`config.mk`:
```
export PLATFORM = sky130hd
export DESIGN_NAME = wdf_halfband_interp
export DESIGN_NICKNAME = d
export VERILOG_FILES = /design/src/rtl/wdf_halfband_interp.sv
export SDC_FILE = /design/constraint.sdc
export NUM_CORES = 1
export LEC_CHECK = 0
export CORE_ASPECT_RATIO = 0.75
export CORE_MARGIN = 10
export CORE_UTILIZATION = 42
export DETAILED_ROUTE_END_ITERATION = 8
export HOLD_SLACK_MARGIN = 0.1
export PLACE_DENSITY = 0.67
export SYNTH_ARGS = -nofsm -noshare
export SYNTH_HDL_FRONTEND = slang
export SYNTH_SLANG_ARGS = --single-unit
```
`constraint.sdc`:
```
create_clock -name clk -period 14.5 [get_ports clk]
set_clock_uncertainty 0.05 [all_clocks]
set_input_delay 2.9 -clock clk [delete_from_list [all_inputs] [get_ports clk]]
set_output_delay 2.9 -clock clk [all_outputs]
set_load 0.02 [all_outputs]
```
`src/rtl/wdf_halfband_interp.sv`:
```
// Polyphase wave-digital lattice halfband interpolator (1:2).
// One shared adaptor steps through all allpass sections.
// Ports:
//   clk, rst_n           clock, async active-low reset
//   din/din_vld/din_rdy  input sample handshake (D_IN bits)
//   alpha_a, alpha_b     Q1.10 section coefficients, 11 bits each
//   dout/dout_phase      output sample; phase 0 = branch A, 1 = B
//   dout_vld/dout_rdy    output handshake
// Build option: define WDF_SAT_EN to saturate y and s_next
// instead of wrapping them.
module wdf_halfband_interp #(
    parameter int D_IN  = 10,
    parameter int D_INT = 12,
    parameter int NA    = 2,
    parameter int NB    = 2
) (
    input  logic                 clk,
    input  logic                 rst_n,
    input  logic [D_IN-1:0]      din,
    input  logic                 din_vld,
    output logic                 din_rdy,
    input  logic [11*NA-1:0]     alpha_a,
    input  logic [11*NB-1:0]     alpha_b,
    output logic [D_INT-1:0]     dout,
    output logic                 dout_phase,
    output logic                 dout_vld,
    input  logic                 dout_rdy
);

    localparam int NS = NA + NB;
    localparam int IW = (NS > 1) ? $clog2(NS) : 1;
    localparam int SW = D_INT + 3;

    localparam logic [2:0] IDLE   = 3'd0;
    localparam logic [2:0] CALC_A = 3'd1;
    localparam logic [2:0] CALC_B = 3'd2;
    localparam logic [2:0] OUT0   = 3'd3;
    localparam logic [2:0] OUT1   = 3'd4;

    logic [2:0]              state;
    logic [IW-1:0]           cnt;
    logic [IW-1:0]           idx;
    logic                    last;
    logic [D_INT-1:0]        st [NS];
    logic [D_INT-1:0]        xs;
    logic [D_INT-1:0]        xc;
    logic [D_INT-1:0]        ya;
    logic [D_INT-1:0]        yb;
    logic [D_INT-1:0]        cs;
    logic [D_INT-1:0]        y;
    logic [D_INT-1:0]        s_nxt;
    logic [11*NS-1:0]        coef_all;
    logic signed [10:0]      coef;
    logic signed [D_INT:0]   d;
    logic signed [D_INT+11:0] p;
    logic signed [D_INT+11:0] pr;
    logic [D_INT+1:0]        t;
    logic [SW-1:0]           y_sum;
    logic [SW-1:0]           s_sum;
    logic                    unused_bits;

    assign din_rdy    = (state == IDLE);
    assign dout_vld   = (state == OUT0) || (state == OUT1);
    assign dout_phase = (state == OUT1);

    // Section states of both branches share one array:
    // branch B sections live at NA..NS-1.
    assign idx = (state == CALC_B) ? cnt + IW'(NA) : cnt;
    assign last = (state == CALC_B) ? (cnt == IW'(NB - 1))
                                    : (cnt == IW'(NA - 1));

    assign coef_all = {alpha_b, alpha_a};
    assign coef     = coef_all[idx*11 +: 11];
    assign cs       = st[idx];

    // Adaptor: t = floor((alpha*(s-x) + 512) / 1024)
    assign d  = {cs[D_INT-1], cs} - {xc[D_INT-1], xc};
    assign p  = coef * d;
    assign pr = p + $signed((D_INT + 12)'(512));
    assign t  = pr[D_INT+11:10];

    assign y_sum = {{3{cs[D_INT-1]}}, cs} + {t[D_INT+1], t};
    assign s_sum = {{3{xc[D_INT-1]}}, xc} + {t[D_INT+1], t};

`ifdef WDF_SAT_EN
    function automatic logic [D_INT-1:0] sat(input logic [SW-1:0] v);
        if ((&v[SW-1:D_INT-1]) || (~|v[SW-1:D_INT-1]))
            sat = v[D_INT-1:0];
        else if (v[SW-1])
            sat = {1'b1, {(D_INT-1){1'b0}}};
        else
            sat = {1'b0, {(D_INT-1){1'b1}}};
    endfunction

    assign y           = sat(y_sum);
    assign s_nxt       = sat(s_sum);
    assign unused_bits = ^pr[9:0];
`else
    assign y           = y_sum[D_INT-1:0];
    assign s_nxt       = s_sum[D_INT-1:0];
    assign unused_bits = ^{pr[9:0], y_sum[SW-1:D_INT],
                           s_sum[SW-1:D_INT]};
`endif

    always_ff @(posedge clk or negedge rst_n) begin
        if (!rst_n) begin
            state <= IDLE;
            cnt   <= '0;
            xs    <= '0;
            xc    <= '0;
            ya    <= '0;
            yb    <= '0;
            dout  <= '0;
            for (int i = 0; i < NS; i++)
                st[i] <= '0;
        end else begin
            case (state)
                IDLE: begin
                    if (din_vld) begin
                        xs    <= D_INT'($signed(din));
                        xc    <= D_INT'($signed(din));
                        cnt   <= '0;
                        state <= CALC_A;
                    end
                end
                CALC_A: begin
                    st[idx] <= s_nxt;
                    if (last) begin
                        ya    <= y;
                        xc    <= xs;
                        cnt   <= '0;
                        state <= CALC_B;
                    end else begin
                        xc  <= y;
                        cnt <= cnt + IW'(1);
                    end
                end
                CALC_B: begin
                    st[idx] <= s_nxt;
                    if (last) begin
                        yb    <= y;
                        dout  <= ya;
                        cnt   <= '0;
                        state <= OUT0;
                    end else begin
                        xc  <= y;
                        cnt <= cnt + IW'(1);
                    end
                end
                OUT0: begin
                    if (dout_rdy) begin
                        dout  <= yb;
                        state <= OUT1;
                    end
                end
                OUT1: begin
                    if (dout_rdy)
                        state <= IDLE;
                end
                default: state <= IDLE;
            endcase
        end
    end

endmodule

```
# Word-level counts from Yosys, hierarchy flattened
# Cells that the tools add are included.
# totals
input_bits,58
ff_bits,111
elab_cells,71
out_inout_bits,15
# classes
shift,1
n_bitwise,1
n_mul,2
add_sub_neg,6
order_cmp,2
n_reduce_logical,14
mux,23
n_eq_ne,11
# ops
operator,n
12-bit 2-to-1 mux,8
48-bit bitwise mux,1
44-bit by 7-bit variable part select with 11-bit output,1
12-bit one-hot mux with 3 select lines,1
12-bit adder,2
12-bit binary-select mux with 2-bit select,1
12-bit demux with 2-bit select,1
12-bit one-hot mux with 2 select lines,1
"22-bit by 11-bit adder with 22-bit output, second input constant",1
11-bit by 13-bit multiplier with 22-bit output,1
3-bit 2-to-1 mux,5
3-bit one-hot mux with 5 select lines,1
12-bit by 12-bit subtractor with 13-bit output,1
"2-bit != test, second input constant",5
2-bit AND reduction,4
"3-bit by 2-bit == test with 1-bit output, second input constant",2
"2-bit by 4-bit multiplier with 6-bit output, second input constant",1
2-bit 2-to-1 mux,3
3-bit AND reduction,2
5-bit AND reduction,1
2-bit one-hot mux with 2 select lines,1
2-bit nonzero test,2
"3-bit by 1-bit == test with 1-bit output, second input constant",1
"3-bit == test, second input constant",1
other kinds (12),12

# Longest topological paths before layout
# Gate-level depths: netlist of the first run.
# logic_depth
ltp_word,12
depth_mapped,43

# Worst setup path before layout of the first run
# No wires, ideal clock.
# synth_timing
path_type,reg-to-reg
startpoint,register state[0]
endpoint,register st[11] (netlist bit)
slack_ps,4421
stages_incl_launch_ff,41
setup_time_ps,125
t_arrival_ps,9904
period_less_slack_ps,10079
required_time_ps,14325
path_cell_list,dfrtp_1 -> or3b_1 -> buf_2 -> xnor2_1 -> buf_2 -> buf_2 -> mux4_2 -> ha_1 -> nor2b_1 -> o31a_1 -> o311a_1 -> o21ai_0 -> nand2b_1 -> a21oi_1 -> xnor2_1 -> clkbuf_1 -> nand2_1 -> fa_1 -> [... 5 more ...] -> fa_1 -> inv_1 -> ha_1 -> a21o_1 -> a21oi_1 -> a21o_1 -> o31ai_1 -> o21a_1 -> o21a_1 -> nor2_1 -> ha_1 -> a21o_1 -> a21oi_1 -> o21ai_0 -> o31ai_1 -> xnor2_1 -> xnor3_1 -> mux2_2
# synth_between
elab_chain_cells,11
# synth_rtl
element,line,rtl
start: declaration,40,logic [2:0] state;
start signal: assignment,107,state <= IDLE;
start signal: assignment,123,state <= CALC_A;
start signal: assignment,132,state <= CALC_B;
"parallel branches: the longest is 11 deep, another holds 11-bit by 13-bit multiplier with 22-bit output",--,
end signal: indexed assignment,127,st[idx] <= s_nxt;
end signal: indexed assignment,139,st[idx] <= s_nxt;
end: declaration,44,logic [D_INT-1:0] st [NS];
# Parallel ways; which one is timed is not known. The select of a mux whose other input is x is not followed.
# A chain may end at the register's enable or synchronous reset.

# Worst setup path after layout of the first run
# layout_timing
startpoint,register state[2]
endpoint,register st[23] (netlist bit)
# Same word-level chain as after synthesis.

==> implementation parameters, run 1 <==
Parameter                              Value

Run status
  Status ... finished clean

Synthesis
  Cells taking the most area after synthesis ... sky130_fd_sc_hd__dfrtp_1, sky130_fd_sc_hd__fa_1, sky130_fd_sc_hd__ha_1
  Fraction of synthesized cell area taken by the top area cell type ... 0.243
  Synth Instances ... 1,167
  Most frequent cell after synthesis ... sky130_fd_sc_hd__inv_1
  Post-synthesis register bit count ... 111
  Distinct cell type count of the synthesized netlist ... 55
  Dominant register cell in the synthesized netlist ... sky130_fd_sc_hd__dfrtp_1
  Post-synthesis average cell area ... 9.78 um2
  Yosys warning total ... 0
  Top post-synthesis cells by count ... sky130_fd_sc_hd__inv_1, sky130_fd_sc_hd__nand2_1, sky130_fd_sc_hd__fa_1
  Proportion of synthesized chip area in sequential cells ... 0.243
  Ys async rst share ... 1.00
  Netlist Area Pre-Place ... 11,400 um2
  Count of flip-flops with a built-in enable after synthesis ... 0
  Synth area leader ... sky130_fd_sc_hd__dfrtp_1
  Synth Net Count ... 1,430

Clock tree
  # Post-CTS Setup Buffers ... 0
  Total of cells resized after clock tree synthesis ... 0
  Quantity of hold-fixing buffers added after cts ... 0
  Maximum buffer depth of the clock tree ... 2
  CTS tree ... yes
  Clock transition at the registers of the reported paths ... 0.07 ns
  TritonCTS Sinks ... 111
  Root buffer cell ... sky130_fd_sc_hd__clkbuf_16
  Clock buffer count from CTS ... 9
  H-Tree Level Count ... 3
  Latest clock arrival within the worst-skew pair ... 0.35 ns

Critical path
  Critical path data arrival time ... 11.52 ns
  Critical Path Max Stage Delay ... 0.73 ns
  Cell repeated most along the worst path ... sky130_fd_sc_hd__fa_1
  Setup crit start kind ... flip-flop
  Largest fanout of any net on the critical path ... 20
  Cell with the largest stage delay on the worst path ... sky130_fd_sc_hd__xnor2_1
  Type of the worst setup path ... reg -> reg
  Req. time, crit path ... 14.68 ns
  Category of the worst setup path capture point ... flip-flop

Place
  HPWL after detailed placement ... 23,100 um
  Number of I/O port buffers ... 72
  Standard cell area after detailed placement ... 12,500 um2
  Gp weighted congestion ... 0.915

GRT
  Global-route met3 utilization ... 0.0379
  Tot GR Track Use ... 0.170
  Global routing usage on met1 ... 0.234
  Leftover overflow at the end of global routing ... 0
  Gr busiest metal ... met2
  Maximum number of pins on one net before global-route repair ... 79
  Global-route wire length before repair ... 46,800 um
  Number of antenna violations at the first check in global routing ... 0
  Met2 capacity usage during global routing ... 0.271
  Vias in the first global route ... 8,778

Floorplanning
  Core box area ... 26,900 um2
  Number of I/O pins ... 73
  Die Height ... 163 um
  Width of the die ... 210 um
  Die Footprint ... 34,200 um2
  Number of placement rows ... 52
  Effective utilization at floorplan ... 0.425

Timing
  Max-slew headroom at the worst pin ... 0.191
  Slew at the pin closest to its max-slew limit ... 1.20 ns
  Slew Limit Fails ... 0
  Achievable Freq ... 88.2 MHz
  Post-route clock period utilization ... 0.782
  Post-route minimum period ... 11.33 ns
  Setup repair after global routing missed its margin ... no
  Endpoints failing setup ... 0
  Final sum of negative setup slack ... 0 ns
  Number of hold violations in the final report ... 0

Route
  Average via count per standard cell ... 5.25
  Via count of the routed design ... 8,262
  Detailed Routing Iterations Pass 1 ... 6
  Post-detailed-route count of antenna-violating nets ... 0
  Sum of routed wire length over all layers ... 28,200 um
  Post-DR wirelength/cell ... 17.9 um
  Drt drc ... 0
  Drt initial violations ... 596

Final layout
  # fillers ... 2,507
  Syn-to-layout area delta ... 12.1%
  Inserted Diodes ... 0
  Total Nets Final ... 1,482
  Proportion of layout cells with a drive suffix above 1 ... 0.104
  Design area ... 12,800 um2

Min path
  Min-delay worst type ... reg -> reg

Job
  Max-cap violations ... 0
-- path summary, 6_finish.rpt --
path                           from       to  slack, ns  cells past startpoint
setup reg to reg           state[2]   st[23]       3.17                     33
max in group asynchronous     rst_n    xc[5]      10.64                      2
hold reg to reg              st[34]   st[34]       0.43                      2
setup / recovery           state[2]   st[23]       3.17                     33
hold / removal               st[34]   st[34]       0.43                      2
min in group asynchronous     rst_n  dout[9]       2.44                      1
-- layout by cell type (no fill, tap or decap), drive strengths merged, types with 21 or more instances in the layout --
master and n:
fa 127, inv 196, nand2 130, clkdlybuf4s50 71, dfrtp 111, nand2b 21
mux2 71, a21oi 33, o21ai 39, ha 78, xnor2 37, nor2 86
-- cell families after synthesis --
kind of cell | after synthesis | share of synthesized area
AOI/OAI and AO/OA | 166 | 0.0952
adders and majority gates | 205 | 0.308
and+or+nand+nor | 297 | 0.115
xor gates and xnor gates | 57 | 0.0478
DFF | 111 | 0.243
muxes | 96 | 0.113
buffers and inverters | 235 | 0.0778
-- cell type report --
type,count,area [um2],share of cell area
clock buffer,10,229,0.0179
clock inverter,6,63.8,0.00499
inverter,193,724,0.0566
multi-input combinational,821,7760,0.606
sequential,111,2780,0.217
tap,351,439,0.0343
timing repair buffer,83,801,0.0626
-- critical path, delay by kind of cell (launching register included) --
family,cells,cell delay [ns]
AO/OA/AOI/OAI,10,2.62
XOR/XNOR,5,2.04
multiplexers,2,0.90
AND/OR/NAND/NOR,4,0.97
adder cells (fa/ha/maj),8,3.56
flip-flops,1,0.53
buffers and inverters,4,0.52
-- state kept, by name, indices dropped and copies added, names as in the netlist --
signal	flops
xc	12
ya	12
yb	12
dout	12
xs	10
st	48
state	3
cnt	2
-- through the flow --
step	std cells	hold WS (ns)	util	setup slack [ns]
after floorplan	1167	0.395	-	4.42
after global placement	1559	0.408	0.465	3.32
after detailed placement	1559	0.419	0.465	3.21
after CTS	1575	0.436	0.476	3.24
after global routing	1575	0.470	0.476	2.46
final	1575	0.433	0.476	3.17
-- layer usage --
metal  part of all wire  up-vias
met3              0.062       24
met5                  0        -
met1               0.46     4149
met2               0.46      185
met4              0.015        0
li1                   -     3904
Power of run 1 is not shown: default switching activity piles up to over one toggle a cycle in this logic, so the estimate is an artifact.
==> run 2: changes to the inputs <==
- clock period: 14.5 -> 11.27 ns (I/O delays scaled with it)
==> implementation parameters, run 2 (same netlist as run 1, synthesis figures left out) <==
Parameter                              Value

Run status
  Status ... finished clean

Final layout
  Number of flip-flops in the largest register ... 48
  # fillers ... 2,497
  Most common cell after layout, fill and taps aside ... sky130_fd_sc_hd__inv_1
  Proportion of layout cells with a drive suffix above 1 ... 0.111
  Most flop-heavy register ... st
  Syn-to-layout area delta ... 12.9%
  Inserted Diodes ... 0
  Total Nets Final ... 1,490
  Leading cell types in the layout, fill and taps excluded ... sky130_fd_sc_hd__inv_1, sky130_fd_sc_hd__nand2_1, sky130_fd_sc_hd__fa_1

Timing
  Slew Limit Fails ... 0
  Endpoints failing setup ... 0
  Max-slew headroom at the worst pin ... 0.331
  Final sum of negative setup slack ... 0 ns
  Achievable Freq ... 93.6 MHz
  Post-route minimum period ... 10.68 ns
  Slew at the pin closest to its max-slew limit ... 1.00 ns
  Number of hold violations in the final report ... 0
  Post-route clock period utilization ... 0.948
  Setup repair after global routing missed its margin ... no

Route
  Post-detailed-route count of antenna-violating nets ... 0
  Detailed Routing Iterations Pass 1 ... 5
  Post-DR wirelength/cell ... 18.2 um
  Sum of routed wire length over all layers ... 28,700 um
  Drt drc ... 0
  Average via count per standard cell ... 5.30
  Drt initial violations ... 650
  Via count of the routed design ... 8,382

Critical path
  Cell repeated most along the worst path ... sky130_fd_sc_hd__fa_1
  Worst R2R Start ... state[0]
  Critical path data arrival time ... 10.87 ns
  Crit path buffers/inverters ... 5
  Register-to-Register Path Depth ... 38
  Category of the worst setup path capture point ... flip-flop
  Cell with the largest stage delay on the worst path ... sky130_fd_sc_hd__or3b_1
  Type of the worst setup path ... reg -> reg
  Setup crit start kind ... flip-flop
  Req. time, crit path ... 11.46 ns
  Delay-heaviest family, CP ... adder cells
  Critical Path Max Stage Delay ... 0.62 ns
  Worst flop-to-flop path endpoint ... st[23]
  Register-to-Register Setup Slack ... 0.59 ns
  Largest fanout of any net on the critical path ... 13

GRT
  Leftover overflow at the end of global routing ... 0
  Tot GR Track Use ... 0.173
  Vias in the first global route ... 8,611
  Maximum number of pins on one net before global-route repair ... 80
  Number of antenna violations at the first check in global routing ... 0
  Global-route wire length before repair ... 47,200 um

Floorplanning
  Width of the die ... 210 um
  Die Footprint ... 34,200 um2
  Number of I/O pins ... 73
  Effective utilization at floorplan ... 0.425
  Core box area ... 26,900 um2
  Number of placement rows ... 52
  Die Height ... 163 um

Min path
  Worst hold stages ... 2
  Hold wc startpoint ... st[46]
  Min-delay worst type ... reg -> reg
  Hold worst-path end ... st[46]

Clock tree
  CTS tree ... yes
  Clock transition at the registers of the reported paths ... 0.09 ns
  H-Tree Level Count ... 3
  Root buffer cell ... sky130_fd_sc_hd__clkbuf_16
  Maximum buffer depth of the clock tree ... 2
  Total of cells resized after clock tree synthesis ... 0
  # Post-CTS Setup Buffers ... 0
  Quantity of hold-fixing buffers added after cts ... 0
  TritonCTS Sinks ... 111
  Clock buffer count from CTS ... 9
  Latest clock arrival within the worst-skew pair ... 0.36 ns

Place
  Gp weighted congestion ... 0.934
  Number of I/O port buffers ... 72
  HPWL after detailed placement ... 23,500 um

Job
  Max-cap violations ... 0
[run 2: cell types whose count changed in the layout (fill, tap and decap cells not counted), sizes merged]
| cell | previous run | this run |
|---|---|---|
| clkinvlp | 1 | 0 |
| clkinv | 2 | 3 |
| buf | 12 | 20 |
[run 2: final cells by class]
cell class | instances | area [um2] | share of cell area
multi-input combinational | 821 | 7780 | 0.603
sequential | 111 | 2780 | 0.216
timing repair buffer | 91 | 861 | 0.0668
inverter | 193 | 724 | 0.0562
tap | 351 | 439 | 0.0341
clock buffer | 10 | 239 | 0.0185
clock inverter | 6 | 67.6 | 0.00524
[run 2: metrics by stage]
step,instance area [um2],cells,utilization,hold slack [ns],setup WS (ns)
global route,12900,1583,0.480,0.463,0.0531
detailed placement,12600,1567,0.467,0.419,0.485
finish,12900,1583,0.480,0.437,0.590
CTS,12900,1583,0.479,0.436,0.429
floorplan,11400,1167,-,0.395,1.19
global placement,12600,1567,0.467,0.408,0.725
[run 2: per-layer routing]
layer	vias to the layer above	share of wire	global-route usage
li1	3914	-	-
met1	4237	0.48	0.250
met2	213	0.44	0.265
met3	18	0.070	0.0423
met4	0	0.0083	0.0210
met5	-	0	0
[run 2: how the worst max path moves through the flow]
stage,start,endpoint,slack (ns),cells past startpoint
2_1_floorplan,state[0],st[11],1.19,40
3_3_place_gp,state[2],st[11],0.72,38
3_5_place_dp,state[2],st[47],0.48,38
4_1_cts,state[2],st[47],0.43,38
5_1_grt,state[0],st[23],0.05,35
6_report,state[0],st[23],0.59,38
[run 2: worst reg2reg max path: cells and delay by family (launching register included)]
| kind | cells | cell delay [ns] |
|---|---|---|
| AOI/OAI and AO/OA | 15 | 3.05 |
| xor gates and xnor gates | 4 | 0.95 |
| adders and majority gates | 8 | 3.57 |
| buffers and inverters | 5 | 0.60 |
| DFF | 1 | 0.52 |
| muxes | 2 | 0.82 |
| and+or+nand+nor | 4 | 1.01 |
Power of run 2 is left out for the same reason.
==> run 3: changes to the inputs <==
- CORE_ASPECT_RATIO: 0.75 -> 0.9
- CTS_CLUSTER_SIZE: not set -> 8
==> implementation parameters, run 3 (same netlist as run 1, synthesis figures left out) <==
Parameter                              Value

Run status
  Status ... finished clean

Critical path
  Cell repeated most along the worst path ... sky130_fd_sc_hd__fa_1
  Crit path buffers/inverters ... 4
  Cell with the largest stage delay on the worst path ... sky130_fd_sc_hd__xnor2_1
  Req. time, crit path ... 11.46 ns
  Critical Path Max Stage Delay ... 0.63 ns
  Largest fanout of any net on the critical path ... 14
  Type of the worst setup path ... reg -> reg
  Setup crit start kind ... flip-flop
  Delay-heaviest family, CP ... adder cells
  Category of the worst setup path capture point ... flip-flop
  Critical path data arrival time ... 10.92 ns

Final layout
  Total Nets Final ... 1,495
  Leading cell types in the layout, fill and taps excluded ... sky130_fd_sc_hd__inv_1, sky130_fd_sc_hd__nand2_1, sky130_fd_sc_hd__fa_1
  # fillers ... 2,483
  Proportion of layout cells with a drive suffix above 1 ... 0.116
  Syn-to-layout area delta ... 13.3%
  Most flop-heavy register ... st
  Inserted Diodes ... 0
  Fin util ... 0.481
  Number of flip-flops in the largest register ... 48
  Most common cell after layout, fill and taps aside ... sky130_fd_sc_hd__inv_1

Clock tree
  CTS tree ... yes
  Latest clock arrival within the worst-skew pair ... 0.36 ns
  Clock buffer count from CTS ... 9
  Maximum buffer depth of the clock tree ... 2
  H-Tree Level Count ... 3
  Root buffer cell ... sky130_fd_sc_hd__clkbuf_16
  Clock transition at the registers of the reported paths ... 0.08 ns
  Quantity of hold-fixing buffers added after cts ... 0
  TritonCTS Sinks ... 111

Timing
  Slew at the pin closest to its max-slew limit ... 1.11 ns
  Number of hold violations in the final report ... 0
  Post-route minimum period ... 10.72 ns
  Slew Limit Fails ... 0
  Post-route clock period utilization ... 0.952
  Endpoints failing setup ... 0
  Max-slew headroom at the worst pin ... 0.257
  Achievable Freq ... 93.2 MHz

Route
  Detailed Routing Iterations Pass 1 ... 5
  Drt initial violations ... 570
  Average via count per standard cell ... 5.26
  Sum of routed wire length over all layers ... 28,700 um
  Post-detailed-route count of antenna-violating nets ... 0
  Via count of the routed design ... 8,367
  Drt drc ... 0
  Post-DR wirelength/cell ... 18.0 um

Min path
  Min-delay worst type ... reg -> reg

GRT
  Leftover overflow at the end of global routing ... 0
  Tot GR Track Use ... 0.172
  Global-route wire length before repair ... 47,700 um
  Vias in the first global route ... 8,698
  Maximum number of pins on one net before global-route repair ... 77
  Number of antenna violations at the first check in global routing ... 0

Place
  Gp weighted congestion ... 0.933
  HPWL after detailed placement ... 23,500 um
  Number of I/O port buffers ... 72

Floorplanning
  Die Height ... 176 um
  Number of placement rows ... 57
  Die Footprint ... 34,200 um2
  Number of I/O pins ... 73
  Effective utilization at floorplan ... 0.424
  Width of the die ... 194 um
  Core box area ... 26,900 um2

Job
  Max-cap violations ... 0
run 3: metal layers:
layer	part of all wire	up-vias	wire [um]	GRT usage
met5	0	-	0	0
met4	0.012	0	352	0.0297
met3	0.044	30	1270	0.0252
met2	0.46	160	13100	0.270
met1	0.49	4253	13900	0.248
li1	-	3924	-	-
run 3: worst reg2reg max path: cells and delay by family, from the launching register on:
family                     cells  cell delay [ns]
DFF                            1             0.53
xor gates and xnor gates       5             1.87
and+or+nand+nor                5             1.14
adders and majority gates      8             3.62
muxes                          2             0.81
buffers and inverters          4             0.33
AOI/OAI and AO/OA              9             2.27
run 3: per-stage QoR:
stage	hold slack (ns)	setup TNS (ns)	cell area, um2	setup slack, ns	instances
detailed placement	0.420	0	12600	0.406	1570
floorplan	0.395	0	11400	1.19	1167
finish	0.441	0	12900	0.545	1591
CTS	0.440	0	12900	0.370	1586
global placement	0.409	0	12600	0.470	1570
global route	0.472	-0.0758	12900	-0.0215	1591
run 3: worst paths after layout:
check | startpoint | end | slack [ns] | cells after the start
max reg2reg | state[2] | st[11] | 0.55 | 33
max in group asynchronous | rst_n | st[1] | 8.04 | 2
min in group asynchronous | rst_n | state[2] | 1.80 | 1
max | state[2] | st[11] | 0.55 | 33
min reg2reg | st[34] | st[34] | 0.44 | 2
min | st[34] | st[34] | 0.44 | 2
run 3: cell type report:
class	instances	area, um2	share of cell area
Inverter	193	724	0.0560
Timing Repair Buffer	96	898	0.0695
Clock buffer	9	225	0.0174
Sequential cell	111	2780	0.215
Tap cell	354	443	0.0343
Clock inverter	7	75.1	0.00581
Multi-Input combinational cell	821	7780	0.602
run 3: timing repair:
action | CTS | global route
setup endpoints to repair | 0 | 11
resized for setup | 0 | 4
buffers inserted | 0 | 5
Power of run 3 is left out for the same reason.
